### config.mk
export PLATFORM = sky130hd
export DESIGN_NAME = hash_mem_arbiter
export DESIGN_NICKNAME = d
export VERILOG_FILES = /design/src/rtl/hash_pkg.sv /design/src/rtl/hash_mem_arbiter_pick.sv /design/src/rtl/hash_mem_arbiter.sv
export SDC_FILE = /design/constraint.sdc
export NUM_CORES = 1
export LEC_CHECK = 0
export ABC_AREA = 1
export BUFFER_PORTS_ARGS = -buffer_cell sky130_fd_sc_hd__buf_2
export CORE_AREA = 4 4 126 128
export CTS_CLUSTER_SIZE = 25
export DETAILED_ROUTE_END_ITERATION = 8
export DIE_AREA = 0 0 130 132
export GPL_TIMING_DRIVEN = 1
export PLACE_DENSITY = 0.54
export SYNTH_ARGS = -nofsm -noshare
export SYNTH_HDL_FRONTEND = slang
export SYNTH_SLANG_ARGS = --single-unit
### constraint.sdc
create_clock -name clk -period 2.3 [get_ports clk]
set_input_delay 0.23 -clock clk [delete_from_list [all_inputs] [get_ports clk]]
set_output_delay 0.23 -clock clk [all_outputs]
set_load 0.01 [all_outputs]
### src/rtl/hash_pkg.sv
// Shared types and helpers for the hash engine memory arbiter.
package hash_pkg;

    typedef enum logic {
        IDLE = 1'b0,
        BUSY = 1'b1
    } arb_state_t;

    localparam int unsigned AW_DEF  = 16;
    localparam int unsigned DW_DEF  = 32;
    localparam int unsigned MAX_REQ = 16;
    localparam int unsigned MAX_PW  = 4;

    typedef struct packed {
        logic              found;
        logic [MAX_PW-1:0] idx;
    } pick_t;

    // First set bit of req at or above ptr, wrapping at n; lowest offset from ptr wins.
    function automatic pick_t rr_pick(input logic [MAX_REQ-1:0] req,
                                      input logic [MAX_PW-1:0]  ptr,
                                      input int unsigned        n);
        pick_t           r;
        logic [MAX_PW:0] j;
        r = '0;
        for (int k = int'(MAX_REQ) - 1; k >= 0; k--) begin
            j = {1'b0, ptr} + (MAX_PW+1)'(k);
            if (j >= (MAX_PW+1)'(n)) j = j - (MAX_PW+1)'(n);
            if ((k < int'(n)) && req[j[MAX_PW-1:0]]) begin
                r.found = 1'b1;
                r.idx   = j[MAX_PW-1:0];
            end
        end
        return r;
    endfunction

endpackage

### src/rtl/hash_mem_arbiter_pick.sv
// Round-robin winner selection: searches req upward from ptr with wrap-around.
module rr_priority_pick
    import hash_pkg::*;
#(
    parameter int unsigned NUM_REQ = 4,
    parameter int unsigned PW      = 2
) (
    input  logic [NUM_REQ-1:0] req_i,
    input  logic [PW-1:0]      ptr_i,
    output logic               found_o,
    output logic [PW-1:0]      idx_o
);

    pick_t pick;

    always_comb begin
        pick    = rr_pick(MAX_REQ'(req_i), MAX_PW'(ptr_i), NUM_REQ);
        found_o = pick.found;
        idx_o   = PW'(pick.idx);
    end

endmodule

### src/rtl/hash_mem_arbiter.sv
// Round-robin arbiter sharing one synchronous memory port between NUM_REQ hash engines.
module hash_mem_arbiter
    import hash_pkg::*;
#(
    parameter int unsigned NUM_REQ   = 4,
    parameter int unsigned AW        = AW_DEF,
    parameter int unsigned DW        = DW_DEF,
    parameter int unsigned MAX_BURST = 16
) (
    input  logic                  clk,
    input  logic                  reset_n,
    input  logic [NUM_REQ-1:0]    req,
    input  logic [NUM_REQ-1:0]    last,
    input  logic [NUM_REQ-1:0]    req_we,
    input  logic [NUM_REQ*AW-1:0] req_addr,
    input  logic [NUM_REQ*DW-1:0] req_wdata,
    output logic [NUM_REQ-1:0]    gnt,
    output logic [NUM_REQ-1:0]    rvalid,
    output logic [DW-1:0]         rdata,
    output logic                  busy,
    output logic                  mem_clk,
    output logic                  mem_we,
    output logic [AW-1:0]         mem_addr,
    output logic [DW-1:0]         mem_write_data,
    input  logic [DW-1:0]         mem_read_data
);

    localparam int unsigned PW = (NUM_REQ > 1) ? $clog2(NUM_REQ) : 1;
    localparam int unsigned CW = $clog2(MAX_BURST + 1);

    arb_state_t         state_q, state_d;
    logic [NUM_REQ-1:0] gnt_q, gnt_d;
    logic [NUM_REQ-1:0] rvalid_q, rvalid_d;
    logic [PW-1:0]      cur_q, cur_d;
    logic [PW-1:0]      ptr_q, ptr_d;
    logic [CW-1:0]      cnt_q, cnt_d;

    logic               pick_found;
    logic [PW-1:0]      pick_idx;
    logic               beat;

    logic [AW-1:0]      addr_a  [NUM_REQ];
    logic [DW-1:0]      wdata_a [NUM_REQ];

    for (genvar i = 0; i < int'(NUM_REQ); i++) begin : g_split
        assign addr_a[i]  = req_addr[i*AW +: AW];
        assign wdata_a[i] = req_wdata[i*DW +: DW];
    end

    rr_priority_pick #(
        .NUM_REQ (NUM_REQ),
        .PW      (PW)
    ) u_pick (
        .req_i   (req),
        .ptr_i   (ptr_q),
        .found_o (pick_found),
        .idx_o   (pick_idx)
    );

    // Memory port is gated by an active beat so mem_we never follows a stale grant.
    assign beat           = (state_q == BUSY) && req[cur_q];
    assign mem_we         = beat && req_we[cur_q];
    assign mem_addr       = beat ? addr_a[cur_q]  : '0;
    assign mem_write_data = beat ? wdata_a[cur_q] : '0;
    assign mem_clk        = clk;
    assign rdata          = mem_read_data;
    assign gnt            = gnt_q;
    assign rvalid         = rvalid_q;
    assign busy           = (state_q == BUSY);

    always_comb begin
        state_d  = state_q;
        gnt_d    = gnt_q;
        rvalid_d = '0;
        cur_d    = cur_q;
        ptr_d    = ptr_q;
        cnt_d    = cnt_q;
        case (state_q)
            IDLE: begin
                gnt_d = '0;
                if (pick_found) begin
                    state_d = BUSY;
                    gnt_d   = NUM_REQ'(1) << pick_idx;
                    cur_d   = pick_idx;
                    cnt_d   = '0;
                end
            end
            BUSY: begin
                if (beat) begin
                    cnt_d = cnt_q + CW'(1);
                    if (!req_we[cur_q]) rvalid_d = NUM_REQ'(1) << cur_q;
                end
                if (!beat || last[cur_q] || (cnt_q == CW'(MAX_BURST - 1))) begin
                    state_d = IDLE;
                    gnt_d   = '0;
                    ptr_d   = (cur_q == PW'(NUM_REQ - 1)) ? '0 : cur_q + PW'(1);
                end
            end
        endcase
    end

    always_ff @(posedge clk or negedge reset_n) begin
        if (!reset_n) begin
            state_q  <= IDLE;
            gnt_q    <= '0;
            rvalid_q <= '0;
            cur_q    <= '0;
            ptr_q    <= '0;
            cnt_q    <= '0;
        end else begin
            state_q  <= state_d;
            gnt_q    <= gnt_d;
            rvalid_q <= rvalid_d;
            cur_q    <= cur_d;
            ptr_q    <= ptr_d;
            cnt_q    <= cnt_d;
        end
    end

endmodule

==> impl_metrics.toml <==
[outcome]
status = "finished, final reports clean"

[detailed_routing]
routed_wl_mm = 14.2
drc = 0
dr.pass1.iters = 4
route.vias.total = 4422
drt_iter0_drc = 287
antenna_left = 0
viasPerCell = 4.52
wl_per_cell_um = 14.5

[timing]
finClkSkew_ns = 0.00241
relSlewSlack_pct = 70.5
final.setup.worst_slack_ns = 0.0737
slew_violations = 0
rsz0062_at_grt = "true"
setup_tns_ns = 0
fin_crit_sh_pct = 96.8
finalSetupViolCount = 0
max_slew.worst_pin.slew_ns = 0.443
fmax_mhz = 449
min_period_ns = 2.23
hold_viol_final = 0
holdWs_ns = 0.331

[logic_synthesis]
synth-main-ff-cell = "dfrtp_1"
ys_async_sr_fraction_pct = 100
synth_top_area_cell = "nor2_1"
synth_warnings = 0
synth.most_common_cell = "nor2_1"
synth_top_area_share_pct = 25.9
synth-seq-cells = 18
synth_edf_count = 0
synthDistinctLibCells = 25
synthTopCellsByCount = "nor2_1, o21ai_0, a21oi_1, nand2_1, buf_4"
syn_area_um2 = 3080
synth_area_per_cell_um2 = 5.36
yosysSeqAreaShare_pct = 14.6
synth.area.top_cells = "nor2_1, o21ai_0, dfrtp_1"
synth_nets = 823
netlist_instances = 574

[setup_path]
cp.arrival_ns = 2.00
rrSetupSlack_ns = 0.34
r2r-end = "cnt_q[0]$_DFFE_PN0P_"
crit_start = "cur_q[0]$_DFFE_PN0P_"
worstSetupPathType = "reg -> out"
cp_top_family = "buffers and inverters"
slowest_delay_ns = 0.52
timing.rr.start = "ptr_q[1]$_DFFE_PN0P_"
cp-end-kind = "primary output"
cp-endpoint = "mem_we"
ff2ff_path_depth = 9
crit_slowest_cell = "dfrtp_4"
worst-path-max-fanout = 31
crit_buf_inv = 4
cp.depth = 7
required_ns = 2.07
cp-start-kind = "flop"
path_cells = "inv_2 > buf_6 > nand2_1 > a32oi_2 > inv_1 > nor2_1 > buf_2"

[clocking]
insertion_delay_ns = 0.36
path_clk_slew_ns = 0.05
cts_tree = "yes"

[floorplan]
die_h_um = 132
die-area_um2 = 17200
ioPinCount = 329
design.core.area_um2 = 14900
start_util_pct = 20.7
die_w_um = 130
rows = 45

[cells_and_area]
area_growth_pct = 47.6
drive_gt1_share_pct = 37.8
stdcell_count = 979
final_nets = 1040

[grt]
antenna_found_initial = 1
grt_max_degree = 53
grt_pass1_wl_mm = 21.0
grtUsageTotal_pct = 15.1
grt_overflow = 0
grt_pass1_vias = 4140

[job]
max-cap-violations = 0

[placement]
io_buffers = 264
dp.cells = 969
routabilityCongestion = 0.838
pre_cts_slack_ns = 0.271
dpl.hpwl_mm = 10.9

[power]
power_density_nw_per_um2 = 1230
leakagePower_nw = 2.49
peakVddDrop_mv = 0.782

[hold_path]
hold_class = "in -> async"
==> kinds of logic (layout without fill, tap and decap cells) <==
group	count (synthesis)	after routing	share of synthesized area (%)
compound gates	163	163	27.1
xor+xnor	2	2	0.569
fa+ha+maj	11	11	4.47
buf+inv	97	313	17.6
flops	18	18	14.6
other cells	0	1	0
simple gates	283	283	35.6
==> worst min path at each step <==
stage,cells past startpoint,endpoint,slack [ns]
floorplan,0,busy$_DFF_PN0_,-0.07
global placement,1,rvalid[2]$_DFF_PN0_,0.18
detailed placement,1,rvalid[0]$_DFF_PN0_,0.19
CTS,2,rvalid[2]$_DFF_PN0_,0.34
global route,2,rvalid[2]$_DFF_PN0_,0.38
finish,2,rvalid[2]$_DFF_PN0_,0.33
==> registers in the layout, indices dropped and copies added, names as in the netlist <==
name and cells:
gnt 4, ptr_q 2, busy 1, cnt_q 5
rvalid 4, cur_q 2
==> repair_timing <==
item,4_1_cts,5_1_grt
hold buffers,1,0
setup buffers,0,1
pin swaps,0,1
hold endpoints to repair,18,0
setup endpoints to repair,49,48
resized for setup,6,6
==> layout make-up <==
class	instances	area, um2
well taps	188	235
repair buffers	279	1470
multi-input cells	459	2100
flip-flops and latches	18	455
clock buffers	8	169
inverters	26	105
diodes	1	2.50
fillers	1759	10300
==> power by group <==
group	internal [mW]	switching [mW]	leakage, nW
Combinational	1.57	2.85	2.17
Clock	0.499	0.179	0.0851
Sequential	0.423	0.0817	0.234
==> metrics by stage <==
step                utilization (%)  instance area (um2)  power [mW]
finish                         30.6                 4540        5.60
global route                   30.6                 4540        6.22
detailed placement             29.0                 4310        4.89
global placement               29.0                 4310        4.89
floorplan                         -                 3080        3.56
CTS                            30.3                 4510        5.61
==> per-layer routing <==
metal,share of wire [%],vias up,global-route usage [%]
li1,-,2253,-
met1,41,1977,18.5
met2,50,172,27.0
met3,7.0,20,2.47
met4,1.8,0,3.81
met5,0,-,0
==> placed cells by master (no fill, tap or decap), types with 2 or more instances in the layout <==
| master | n |
|---|---|
| a21oi_1 | 49 |
| inv_2 | 2 |
| buf_12 | 2 |
| nand2_2 | 2 |
| xor2_1 | 2 |
| buf_2 | 264 |
| o21ai_0 | 106 |
| buf_6 | 2 |
| buf_4 | 11 |
| dfrtp_1 | 16 |
| nand2_1 | 52 |
| inv_1 | 23 |
| nand3_1 | 14 |
| ha_1 | 11 |
| nor2_1 | 212 |
| clkbuf_16 | 6 |
| a21oi_2 | 3 |
(Power assumes the default switching activity.)
